## src/rtl/uart_tx_fifo.sv

```systemverilog
// Buffered UART transmitter: a FIFO feeding a frame serializer with
// configurable data width, parity and stop bits.
//
// Ports:
//   clk, rst_n    clock, asynchronous active-low reset
//   in_data       word to queue (DATA_BITS wide)
//   in_valid      in_data valid this cycle
//   in_ready      FIFO can accept a word (not full)
//   clr_overflow  synchronous clear of the sticky overflow flag
//   tx            serial line, idle high
//   full, empty   FIFO occupancy flags
//   level         FIFO occupancy
//   overflow      sticky: a write was attempted while full
//   idle          serializer idle and FIFO empty
//   state_out     serializer state code
module uart_tx_fifo #(
  parameter int unsigned DATA_BITS    = 8,
  parameter int unsigned FIFO_DEPTH   = 16,
  parameter int unsigned DELAY_FRAMES = 2812,
  parameter int unsigned PARITY       = 0,
  parameter int unsigned STOP_BITS    = 1
) (
  input  logic                                 clk,
  input  logic                                 rst_n,
  input  logic [DATA_BITS-1:0]                 in_data,
  input  logic                                 in_valid,
  output logic                                 in_ready,
  input  logic                                 clr_overflow,
  output logic                                 tx,
  output logic                                 full,
  output logic                                 empty,
  output logic [$clog2(FIFO_DEPTH+1)-1:0]      level,
  output logic                                 overflow,
  output logic                                 idle,
  output logic [2:0]                           state_out
);

  localparam int unsigned LVL_W = $clog2(FIFO_DEPTH + 1);
  localparam int unsigned PTR_W = $clog2(FIFO_DEPTH);
  localparam int unsigned TMR_W = $clog2(DELAY_FRAMES);
  localparam int unsigned BIT_W = 4;

  typedef enum logic [2:0] {
    S_IDLE   = 3'd0,
    S_START  = 3'd1,
    S_DATA   = 3'd2,
    S_PARITY = 3'd3,
    S_STOP   = 3'd4
  } state_e;

  // FIFO storage and bookkeeping
  logic [DATA_BITS-1:0] mem_q [FIFO_DEPTH];
  logic [PTR_W-1:0]     wr_ptr_q, wr_ptr_d;
  logic [PTR_W-1:0]     rd_ptr_q, rd_ptr_d;
  logic [LVL_W-1:0]     count_q, count_d;
  logic                 full_q, full_d;
  logic                 empty_q, empty_d;
  logic                 ready_q, ready_d;
  logic                 ovf_q, ovf_d;
  logic                 idle_q, idle_d;

  // Serializer
  state_e               state_q, state_d;
  logic [TMR_W-1:0]     timer_q, timer_d;
  logic [BIT_W-1:0]     bit_q, bit_d;
  logic [DATA_BITS-1:0] shift_q, shift_d;
  logic                 par_q, par_d;
  logic                 tx_q, tx_d;

  logic                 push;
  logic                 pop;
  logic                 load;
  logic                 tick;
  logic [DATA_BITS-1:0] head;
  logic                 head_par;

  assign push     = in_valid && !full_q;
  assign tick     = (timer_q == TMR_W'(DELAY_FRAMES - 1));
  assign head     = mem_q[rd_ptr_q];
  // Even parity is the XOR of the data bits; odd parity is its inverse.
  assign head_par = (PARITY == 1) ? ~(^head) : (^head);

  // Serializer next-state: the load path is shared by IDLE and back-to-back STOP
  always_comb begin
    state_d = state_q;
    timer_d = timer_q;
    bit_d   = bit_q;
    shift_d = shift_q;
    par_d   = par_q;
    load    = 1'b0;

    if (state_q != S_IDLE) begin
      timer_d = tick ? '0 : timer_q + TMR_W'(1);
    end

    unique case (state_q)
      S_IDLE: begin
        if (!empty_q) load = 1'b1;
      end
      S_START: begin
        if (tick) begin
          state_d = S_DATA;
          bit_d   = '0;
        end
      end
      S_DATA: begin
        if (tick) begin
          shift_d = shift_q >> 1;
          if (bit_q == BIT_W'(DATA_BITS - 1)) begin
            state_d = (PARITY != 0) ? S_PARITY : S_STOP;
            bit_d   = '0;
          end else begin
            bit_d = bit_q + BIT_W'(1);
          end
        end
      end
      S_PARITY: begin
        if (tick) begin
          state_d = S_STOP;
          bit_d   = '0;
        end
      end
      S_STOP: begin
        if (tick) begin
          if (bit_q == BIT_W'(STOP_BITS - 1)) begin
            if (!empty_q) load = 1'b1;
            else          state_d = S_IDLE;
          end else begin
            bit_d = bit_q + BIT_W'(1);
          end
        end
      end
      default: state_d = S_IDLE;
    endcase

    if (load) begin
      state_d = S_START;
      timer_d = '0;
      shift_d = head;
      par_d   = head_par;
    end
  end

  assign pop = load;

  // Line level follows the state being entered so tx changes on the same edge
  always_comb begin
    tx_d = 1'b1;
    unique case (state_d)
      S_IDLE:   tx_d = 1'b1;
      S_START:  tx_d = 1'b0;
      S_DATA:   tx_d = shift_d[0];
      S_PARITY: tx_d = par_d;
      S_STOP:   tx_d = 1'b1;
      default:  tx_d = 1'b1;
    endcase
  end

  // FIFO pointers, occupancy flags and sticky overflow
  always_comb begin
    wr_ptr_d = push ? wr_ptr_q + PTR_W'(1) : wr_ptr_q;
    rd_ptr_d = pop  ? rd_ptr_q + PTR_W'(1) : rd_ptr_q;
    count_d  = count_q + LVL_W'(push) - LVL_W'(pop);
    full_d   = (count_d == LVL_W'(FIFO_DEPTH));
    empty_d  = (count_d == '0);
    ready_d  = !full_d;
    idle_d   = (state_d == S_IDLE) && empty_d;
    ovf_d    = ovf_q;
    if (in_valid && full_q) ovf_d = 1'b1;
    else if (clr_overflow)  ovf_d = 1'b0;
  end

  // Storage array carries no reset; only written entries are ever read.
  always_ff @(posedge clk) begin
    if (push) mem_q[wr_ptr_q] <= in_data;
  end

  always_ff @(posedge clk or negedge rst_n) begin
    if (!rst_n) begin
      wr_ptr_q <= '0;
      rd_ptr_q <= '0;
      count_q  <= '0;
      full_q   <= 1'b0;
      empty_q  <= 1'b1;
      ready_q  <= 1'b1;
      ovf_q    <= 1'b0;
      idle_q   <= 1'b1;
      state_q  <= S_IDLE;
      timer_q  <= '0;
      bit_q    <= '0;
      shift_q  <= '0;
      par_q    <= 1'b0;
      tx_q     <= 1'b1;
    end else begin
      wr_ptr_q <= wr_ptr_d;
      rd_ptr_q <= rd_ptr_d;
      count_q  <= count_d;
      full_q   <= full_d;
      empty_q  <= empty_d;
      ready_q  <= ready_d;
      ovf_q    <= ovf_d;
      idle_q   <= idle_d;
      state_q  <= state_d;
      timer_q  <= timer_d;
      bit_q    <= bit_d;
      shift_q  <= shift_d;
      par_q    <= par_d;
      tx_q     <= tx_d;
    end
  end

  assign in_ready  = ready_q;
  assign tx        = tx_q;
  assign full      = full_q;
  assign empty     = empty_q;
  assign level     = count_q;
  assign overflow  = ovf_q;
  assign idle      = idle_q;
  assign state_out = state_q;

endmodule
```

## config.mk

```make
export PLATFORM = sky130hd
export DESIGN_NAME = uart_tx_fifo
export DESIGN_NICKNAME = d
export VERILOG_FILES = /design/src/rtl/uart_tx_fifo.sv
export SDC_FILE = /design/constraint.sdc
export NUM_CORES = 1
export LEC_CHECK = 0
export ABC_AREA = 1
export ABC_CLOCK_PERIOD_IN_PS = 3600
export CORE_MARGIN = 2
export CORE_UTILIZATION = 50
export DETAILED_ROUTE_END_ITERATION = 10
export GPL_ROUTABILITY_DRIVEN = 1
export PLACE_DENSITY = 0.67
export RECOVER_POWER = 50
export SLEW_MARGIN = 0
export SYNTH_ARGS = -nofsm -noshare
export SYNTH_HDL_FRONTEND = slang
export SYNTH_SLANG_ARGS = --single-unit
export TNS_END_PERCENT = 100
```

## constraint.sdc

```tcl
create_clock -name clk -period 3.6 [get_ports clk]
set_input_delay 0.54 -clock clk [delete_from_list [all_inputs] [get_ports clk]]
set_output_delay 0.54 -clock clk [all_outputs]
set_load 0.05 [all_outputs]
```

==> impl_results.md, run 1 <==
- Status: finished, violations left
- Failing checks: capacitance limit, slew limit
- Ports: 26
- WP data arrival: 3.53 ns
- Die area: 17200 µm²
- Detailed Place HPWL: about 11000 µm
- Global-route wire length before repair: ~28000 µm
- Post-route cell area: ~9000 µm²
- Core Area: 15900 µm²
- Iter 0 DRT Violations: 415
- Gate Count Post-Synth: 815
- Largest net degree at the start of global routing: 60
- Slew at the pin closest to its max-slew limit: approximately 1.7 ns
- RR Startpoint: timer_q[4]$_DFFE_PN0P_
- Hold buffer count at CTS: 0
- Routability cong.: just over 0.8
- Cell variety after synth: 46
- Reg clk slew, reported paths: roughly 0.070 ns
- Vias in the first global route: 5467
- Setup crit end kind: flop
- Leakage: 0.00378 µW
- Residual DRC count: 0
- FP Rows: 46
- Slew Viols, Final: 29
- PwrDens: 581 nW/µm²
- Num Clock Sinks: approximately 180
- Prevailing post-synth register cell: edfxtp_1
- Synth area leaders: edfxtp_1 47%, dfrtp_1 13%, nand2_1 11%
- Post-synth EDFFs: 128
- GRT Residual Overflow: 0
- Worst Setup Start Kind: flop
- Max_cap viols: 1
- Critical path class: reg -> reg
- Commonest non-fill, non-tap cell in the layout: nand2_1
- Final WS setup: roughly 0.45 ns
- Tot Pwr: 5250 µW
- CP bufs+invs: 4
- Post-synth top area share: 0.474
- Dpl cells: 1035
- Critical path cell sequence: nand2_1, inv_2, nand2_2, nor2_2, nand2_1, nor2_2, nand4_1, and2_4, nor2_1, inv_1, nand2_1, ha_1, inv_1, fa_1, o21ai_0, xnor2_1, inv_1, nor2_1, and3_1
- Number of synthesized register bits: 175
- Post-cts resize count: 0
- CTS Buf Count: 17
- Depth of the worst register-to-register path: 19
- Min Tclk post-route: 3.15 ns
- RR Endpoint: idle$_DFF_PN1_
- DR vias: 5469
- Per-cell routed wire length: about 16 µm
- Ant diodes: 0
- Yosys warning count: 0
- Peak VDD IR: 373 µV
- Total wire length: 16800 µm
- Initial antenna violation count: 0
- Share of cells above drive strength 1: 0.0952
- CP Max Fanout: 22
- Fmax: 0.317 GHz
- CTS root buffer: clkbuf_16
- Worst path top cell family by delay: simple AND/OR/NAND/NOR gates
- Slowest CP cell: fa_1
- Final period utilization: 0.876
- Total GRT Usage: 0.208
- Syn_nets: 840
- FF-to-FF setup slack: 0.45 ns
- H-tree depth: 4
- Placed instance area: 8460 µm²
- CP peak stage delay: 0.40 ns
- Area growth, synth to finish: 11.5%
- Die Height: 131 µm
- Sequential area share after synthesis: 0.620
- Starting density of the core: 0.510
- Cell taking the most area after synthesis: edfxtp_1
- CTS tree: built
- IO Port Bufs: 25
- Die Width: 131 µm
- Crit path from: timer_q[4]$_DFFE_PN0P_
- Clock Latency Late Sink: between 0.4 and 0.5 ns
- Synthesized area per cell: 9.94 µm²
- Post-Syn Area: 8100 µm²
- Setup TNS Final: 0 ns
- Most frequent cells in the layout: 246 x nand2_1, 128 x edfxtp_1, 99 x nor2_1, 77 x inv_1, 50 x nand3_1
- # nets final: 863
- Max Root-Sink Buffers: 2
- Worst EP required: approximately 4.0 ns
- Final std cells w/o fill: 1067
- TritonRoute pass-1 iters: 5
- Via density: 5.13
- Clock skew: 0.00515 ns
- Final hold vios: 0
- Relative max-transition margin: -0.103
- Hold Path Class: in -> async
- RSZ-0062 raised after global routing: no
- Post-CTS setup buffers: 0
- Setup WS pre-CTS: between 0.5 and 0.6 ns
- Share of synthesized flip-flops with an asynchronous set or reset: 0.269
- ANT nets after route: 0
- Setup violators final: 0
==> final cells by class <==
type,instances,area [µm²]
multi-input cells,525,2540
well taps,216,270
inverters,91,347
flip-flops and latches,175,5030
clock inverters,14,150
clock buffers,18,429
fillers,1358,6850
repair buffers,28,272
==> cell usage after synthesis (2+ instances only) <==
cell type and number:
nand2_4 4, buf_6 9, buf_4 3, buf_2 11, nand2_2 12, o221ai_1 3
inv_1 77, clkinv_1 2, inv_2 10, o211ai_1 3, dfstp_2 4, a221oi_1 2
o22ai_1 4, nor2_2 5, dfrtp_1 43, xnor2_1 5, nand4_1 5, o21ai_0 19
xor2_1 11, ha_1 12, nor2_1 99, edfxtp_1 128, a21oi_1 14, nor4_1 2
nor3_1 3, o21ai_1 2, nand2_1 246, and3_1 2, nand3_2 7, a22oi_1 2
nand3_1 50, inv_4 2
==> through the flow <==
stage / hold WS [ns] / utilization
after floorplan: 0.244 / -
after global placement: 0.496 / 0.533
after detailed placement: 0.485 / 0.533
after CTS: 0.163 / 0.569
after global routing: 0.542 / 0.569
final: 0.522 / 0.569
==> report_power, final <==
| group | leakage, µW | internal [µW] | total (µW) | switching [µW] |
|---|---|---|---|---|
| registers | 0.00174 | 2410 | 2510 | 98.1 |
| logic | 0.00177 | 281 | 928 | 647 |
| clock network | 0.000279 | 981 | 1810 | 827 |
==> logic make-up after synthesis <==
kind of cell / count (synthesis) / synth area share
fa+ha+maj: 13 / 0.0210
simple gates: 441 / 0.234
buf+inv: 115 / 0.0667
flops: 175 / 0.620
xor+xnor: 16 / 0.0173
compound gates: 55 / 0.0412
==> metal layers <==
layer  global-route usage  share of wire  vias to the layer above
met4               0.0785          0.026                        0
met1                0.269           0.44                     2564
li1                     -              -                     2713
met2                0.349           0.49                      164
met5                    0              0                        -
met3               0.0394          0.050                       28
==> worst register-to-register path: cells and delay by family, from the launching register on <==
| kind | cells | cell delay [ns] |
|---|---|---|
| and+or+nand+nor | 11 | 1.45 |
| adders and majority gates | 2 | 0.56 |
| DFF | 1 | 0.38 |
| buffers and inverters | 4 | 0.31 |
| AOI/OAI and AO/OA | 1 | 0.23 |
| xor gates and xnor gates | 1 | 0.18 |
==> worst max-delay path by stage <==
| stage | end | depth (start not counted) |
|---|---|---|
| after floorplan | idle$_DFF_PN1_ | 16 |
| after global placement | idle$_DFF_PN1_ | 19 |
| after detailed placement | idle$_DFF_PN1_ | 19 |
| after CTS | idle$_DFF_PN1_ | 19 |
| after global routing | idle$_DFF_PN1_ | 19 |
| final | idle$_DFF_PN1_ | 19 |
==> state kept, by name, indices dropped and copies added (netlist names) <==
register and cells:
full 1, overflow 1, level 5, wr_ptr_q 4, idle 1, state_out 3
bit_q 4, empty 1, par_q 1, shift_q 8, in_ready 1, mem_q 128
timer_q 12, tx 1, rd_ptr_q 4
(Power assumes the default switching activity.)
==> run 2: changes to the inputs <==
--- a/config.mk
+++ b/config.mk
@@ -13,3 +13,3 @@
 export GPL_ROUTABILITY_DRIVEN = 1
-export PLACE_DENSITY = 0.67
+export PLACE_DENSITY = 0.78
 export RECOVER_POWER = 50
==> constraint.sdc (replaced) <==
create_clock -name clk -period 3.6 [get_ports clk]
set_input_delay 0.72 -clock clk [delete_from_list [all_inputs] [get_ports clk]]
set_output_delay 0.72 -clock clk [all_outputs]
set_load 0.05 [all_outputs]
==> impl_results.md, run 2 (same netlist as run 1, synthesis figures left out) <==
- Status: finished, violations left (unchanged)
- Failing checks: capacitance limit, slew limit (unchanged)
- IO Port Bufs: 25 (unchanged)
- Post-CTS setup buffers: 0 (unchanged)
- Ant diodes: 0 (unchanged)
- Initial antenna violation count: 0 (unchanged)
- Clock skew: 0.0124 ns (was 0.00515 ns)
- Fillers: 1322 (was 1358)
- PwrDens: 577 nW/µm² (was 581 nW/µm²)
- Final hold vios: 0 (unchanged)
- Slew at the pin closest to its max-slew limit: 2.68 ns (was 1.65 ns)
- Ports: 26 (unchanged)
- Starting density of the core: 0.510 (unchanged)
- Die Height: 131 µm (unchanged)
- Min Tclk post-route: 3.13 ns (was 3.15 ns)
- Total GRT Usage: 0.201 (was 0.208)
- Area growth, synth to finish: 11.7% (was 11.5%)
- Die Width: 131 µm (unchanged)
- Vias in the first global route: 5554 (was 5467)
- CTS root buffer: clkbuf_16 (unchanged)
- CTS Buf Count: 17 (unchanged)
- ANT nets after route: 0 (unchanged)
- Clock Latency Late Sink: 0.44 ns (was 0.43 ns)
- Largest net degree at the start of global routing: 79 (was 60)
- Reg clk slew, reported paths: 0.07 ns (about the same)
- Leakage: 0.00380 µW (was 0.00378 µW)
- H-tree depth: 4 (unchanged)
- Num Clock Sinks: 175 (unchanged)
- Relative max-transition margin: -0.785 (was -0.103)
- Die area: 17200 µm² (unchanged)
- Max reg flops: 128 (unchanged)
- CP Max Fanout: 22 (unchanged)
- Worst EP required: 3.98 ns (was 3.97 ns)
- GRT Residual Overflow: 0 (unchanged)
- Core Area: 15900 µm² (unchanged)
- Final WS setup: 0.468 ns (was 0.448 ns)
- Via density: 5.19 (was 5.13)
- Fmax: 0.319 GHz (was 0.317 GHz)
- Routability cong.: 0.863 (was 0.817)
- Setup WS pre-CTS: 0.512 ns (was 0.510 ns)
- Hold buffer count at CTS: 0 (unchanged)
- Commonest non-fill, non-tap cell in the layout: nand2_1 (unchanged)
- Iter 0 DRT Violations: 384 (was 415)
- Hold Path Class: reg -> reg (was in -> async)
- WP data arrival: 3.51 ns (was 3.53 ns)
- Worst Setup Start Kind: flop (unchanged)
- Share of cells above drive strength 1: 0.0973 (was 0.0952)
- # nets final: 865 (was 863)
- Post-cts resize count: 0 (unchanged)
- Largest regs: mem_q: 128 flops, timer_q: 12 flops, shift_q: 8 flops (unchanged)
- DR vias: 5549 (was 5469)
- Peak VDD IR: 367 µV (was 373 µV)
- Register Area: 5030 µm² (unchanged)
- RSZ-0062 raised after global routing: no (unchanged)
- Max Root-Sink Buffers: 2 (unchanged)
- Max_cap viols: 1 (unchanged)
- Setup crit end kind: flop (unchanged)
- CTS tree: built (unchanged)
- Critical path class: reg -> reg (unchanged)
- Setup TNS Final: 0 ns (unchanged)
- Global-route wire length before repair: 27100 µm (was 27900 µm)
- FP Rows: 46 (unchanged)
- Area taken by multi-input logic gates: 2540 µm² (unchanged)
- Setup violators final: 0 (unchanged)
- Biggest register: mem_q (unchanged)
- Final period utilization: 0.870 (was 0.876)
- Slew Viols, Final: 48 (was 29)
- Per-cell routed wire length: 15.2 µm (was 15.7 µm)
- TritonRoute pass-1 iters: 7 (was 5)
- Residual DRC count: 0 (unchanged)
- Most frequent cells in the layout: 246 x nand2_1, 128 x edfxtp_1, 99 x nor2_1, 77 x inv_1, 50 x nand3_1 (unchanged)
- Detailed Place HPWL: 10500 µm (was 11200 µm)
- Total wire length: 16200 µm (was 16800 µm)
==> run 2: final cells by class <==
class                      instances  area share
timing repair buffer              30      0.0321
clock inverter                    14      0.0171
inverter                          91      0.0383
clock buffer                      18      0.0474
sequential                       175       0.555
tap                              216      0.0298
multi-input combinational        525       0.280
==> run 2: critical path, cell delays in order, from the launching register on <==
cell and delay (ns):
dfrtp_1 0.38, nand2_1 0.09, inv_2 0.08, nand2_2 0.06, nor2_2 0.13, nand2_1 0.08
nor2_2 0.16, nand4_1 0.10, and2_4 0.23, nor2_1 0.20, inv_1 0.10, nand2_1 0.07
ha_1 0.16, inv_1 0.06, fa_1 0.47, inv_1 0.05, nor4_1 0.26, inv_1 0.09
nor2_1 0.14, and3_1 0.17
==> run 2: layer usage <==
metal	GRT usage	up-vias	wire length, µm	part of all wire
met3	0.0378	34	1040	0.064
met5	0	-	0	0
li1	-	2711	-	-
met2	0.343	196	8130	0.50
met1	0.254	2608	6680	0.41
met4	0.0791	0	369	0.023
==> run 2: power by group <==
| part | total [µW] | leakage (µW) | switching (µW) | internal [µW] |
|---|---|---|---|---|
| registers | 2510 | 0.00174 | 96.6 | 2410 |
| logic | 928 | 0.00178 | 639 | 289 |
| clock network | 1790 | 0.000281 | 809 | 978 |
| total | 5220 | 0.00380 | 1540 | 3680 |
==> run 2: per-stage QoR <==
step           hold slack, ns  total power (µW)   util  std cells  cell area (µm²)
2_1_floorplan           0.424              3160      -        815             8100
3_3_place_gp            0.482              3460  0.534       1037             8480
3_5_place_dp            0.500              3470  0.534       1037             8480
4_1_cts                 0.508              5240  0.570       1069             9060
5_1_grt                 0.550              5440  0.570       1069             9060
6_report                0.509              5220  0.570       1069             9060
==> run 2: worst paths after layout <==
path	start	to	slack, ns	depth (start not counted)
max in group asynchronous	rst_n	rd_ptr_q[0]$_DFFE_PN0P_	0.76	1
worst min-delay path	shift_q[3]$_DFFE_PN0P_	shift_q[2]$_DFFE_PN0P_	0.51	2
worst max-delay path	timer_q[4]$_DFFE_PN0P_	idle$_DFF_PN1_	0.47	19
worst min register to register	shift_q[3]$_DFFE_PN0P_	shift_q[2]$_DFFE_PN0P_	0.51	2
worst max register to register	timer_q[4]$_DFFE_PN0P_	idle$_DFF_PN1_	0.47	19
min in group asynchronous	rst_n	timer_q[3]$_DFFE_PN0P_	1.12	1
==> run 3: changes to the inputs <==
- CORE_MARGIN: 2 -> 8
==> impl_results.md, run 3 (same netlist as run 1, synthesis figures left out) <==
- CTS Buf Count: 17 (unchanged)
- Hold_sp: shift_q[2]$_DFFE_PN0P_ (was shift_q[3]$_DFFE_PN0P_)
- RR Startpoint: timer_q[4]$_DFFE_PN0P_ (unchanged)
- Min Tclk post-route: 3.18 ns (was 3.13 ns)
- Die Width: 143 µm (was 131 µm)
- Ports: 26 (unchanged)
- Die Height: 143 µm (was 131 µm)
- Commonest non-fill, non-tap cell in the layout: nand2_1 (unchanged)
- Slowest CP cell: fa_1 (unchanged)
- Num Clock Sinks: 175 (unchanged)
- FP Rows: 46 (unchanged)
- Setup violators final: 0 (unchanged)
- Routability cong.: 0.855 (was 0.863)
- Die area: 20500 µm² (was 17200 µm²)
- CTS tree: built (unchanged)
- Clock Latency Late Sink: 0.43 ns (was 0.44 ns)
- DR vias: 5552 (was 5549)
- Final WS setup: 0.416 ns (was 0.468 ns)
- TritonRoute pass-1 iters: 7 (unchanged)
- Iter 0 DRT Violations: 467 (was 384)
- Largest net degree at the start of global routing: 79 (unchanged)
- Area growth, synth to finish: 11.5% (was 11.7%)
- Clock skew: 0.0101 ns (was 0.0124 ns)
- Worst EP required: 3.97 ns (was 3.98 ns)
- Crit path from: timer_q[4]$_DFFE_PN0P_ (unchanged)
- Failing checks: capacitance limit, slew limit (unchanged)
- ANT nets after route: 0 (unchanged)
- Leakage: 0.00379 µW (was 0.00380 µW)
- Final period utilization: 0.884 (was 0.870)
- IO Port Bufs: 25 (unchanged)
- CTS root buffer: clkbuf_16 (unchanged)
- Core Area: 15900 µm² (unchanged)
- Via density: 5.19 (about the same)
- Depth of the worst register-to-register path: 19 (unchanged)
- Max_cap viols: 1 (unchanged)
- RR Endpoint: idle$_DFF_PN1_ (unchanged)
- H-tree depth: 4 (unchanged)
- Slew at the pin closest to its max-slew limit: 1.63 ns (was 2.68 ns)
- Total GRT Usage: 0.170 (was 0.201)
- FF-to-FF setup slack: 0.42 ns (was 0.47 ns)
- Residual DRC count: 0 (unchanged)
- WP data arrival: 3.56 ns (was 3.51 ns)
- Hold Slack: 0.512 ns (was 0.509 ns)
- Ant diodes: 0 (unchanged)
- Hold Path Class: reg -> reg (unchanged)
- Fmax: 0.314 GHz (was 0.319 GHz)
- Slew Viols, Final: 30 (was 48)
- Peak VDD IR: 458 µV (was 367 µV)
- # nets final: 865 (unchanged)
- Setup crit end kind: flop (unchanged)
- Global-route wire length before repair: 26700 µm (was 27100 µm)
- CP peak stage delay: 0.40 ns (was 0.47 ns)
- Setup TNS Final: 0 ns (unchanged)
- Setup WS pre-CTS: 0.457 ns (was 0.512 ns)
- Biggest register: mem_q (unchanged)
- Critical path class: reg -> reg (unchanged)
- Starting density of the core: 0.510 (unchanged)
- CP Max Fanout: 22 (unchanged)
- Worst Setup Start Kind: flop (unchanged)
- Post-cts resize count: 0 (unchanged)
- Max reg flops: 128 (unchanged)
- Largest regs: mem_q: 128 flops, timer_q: 12 flops, shift_q: 8 flops (unchanged)
- Hold EP: shift_q[1]$_DFFE_PN0P_ (was shift_q[2]$_DFFE_PN0P_)
- RSZ-0062 raised after global routing: no (unchanged)
- Per-cell routed wire length: 15.3 µm (was 15.2 µm)
- Reg clk slew, reported paths: 0.07 ns (about the same)
- Placed instance area: 8480 µm² (unchanged)
- Total wire length: 16400 µm (was 16200 µm)
- Fillers: 1299 (was 1322)
- Vias in the first global route: 5320 (was 5554)
- Post-route cell area: 9040 µm² (was 9060 µm²)
- PwrDens: 574 nW/µm² (was 577 nW/µm²)
- Relative max-transition margin: -0.0867 (was -0.785)
- Status: finished, violations left (unchanged)
- Detailed Place HPWL: 10600 µm (was 10500 µm)
- Share of cells above drive strength 1: 0.0973 (unchanged)
- Max Root-Sink Buffers: 2 (unchanged)
- Most frequent cells in the layout: 246 x nand2_1, 128 x edfxtp_1, 99 x nor2_1, 77 x inv_1, 50 x nand3_1 (unchanged)
- Worst hold path stage count: 2 (unchanged)
- Critical path cell sequence: nand2_1, inv_2, nand2_2, nor2_2, nand2_1, nor2_2, nand4_1, and2_4, nor2_1, inv_1, nand2_1, ha_1, inv_1, fa_1, o21ai_0, xnor2_1, inv_1, nor2_1, and3_1 (was nand2_1, inv_2, nand2_2, nor2_2, nand2_1, nor2_2, nand4_1, and2_4, nor2_1, inv_1, nand2_1, ha_1, inv_1, fa_1, inv_1, nor4_1, inv_1, nor2_1, and3_1)
- Final hold vios: 0 (unchanged)
- Initial antenna violation count: 0 (unchanged)
- Hold buffer count at CTS: 0 (unchanged)
- GRT Residual Overflow: 0 (unchanged)
- Post-CTS setup buffers: 0 (unchanged)
run 3: worst max-delay path by stage:
stage	end	slack (ns)	depth (start not counted)
after floorplan	idle$_DFF_PN1_	0.50	16
after global placement	idle$_DFF_PN1_	0.49	14
after detailed placement	idle$_DFF_PN1_	0.46	14
after CTS	idle$_DFF_PN1_	0.42	19
after global routing	idle$_DFF_PN1_	0.04	16
final	idle$_DFF_PN1_	0.42	19
run 3: layout make-up:
class	count	area [µm²]	share of cell area
clock buffer	17	425	0.0471
tap	216	270	0.0299
clock inverter	15	144	0.0159
inverter	91	347	0.0383
sequential	175	5030	0.556
timing repair buffer	30	287	0.0317
multi-input combinational	525	2540	0.281
run 3: stage by stage:
| stage | total power [µW] | std cells | util |
|---|---|---|---|
| floorplan | 3160 | 815 | - |
| global placement | 3450 | 1037 | 0.534 |
| detailed placement | 3480 | 1037 | 0.534 |
| CTS | 5220 | 1069 | 0.569 |
| global route | 5410 | 1069 | 0.569 |
| finish | 5190 | 1069 | 0.569 |
run 3: metal layers:
layer,vias up,global-route usage,wire [µm]
li1,2714,-,-
met1,2641,0.211,6920
met2,173,0.285,8140
met3,24,0.0312,897
met4,0,0.0742,397
met5,-,0,0
run 3: critical path, delay by kind of cell, from the launching register on:
| kind | cells | cell delay, ns |
|---|---|---|
| XOR/XNOR | 1 | 0.18 |
| buffers and inverters | 4 | 0.29 |
| adder cells (fa/ha/maj) | 2 | 0.55 |
| flip-flops | 1 | 0.38 |
| AND/OR/NAND/NOR | 11 | 1.46 |
| AO/OA/AOI/OAI | 1 | 0.25 |
run 3: power breakdown:
group	switching (µW)	internal, µW
registers	91.7	2410
clock network	829	916
logic	654	286
total	1570	3610
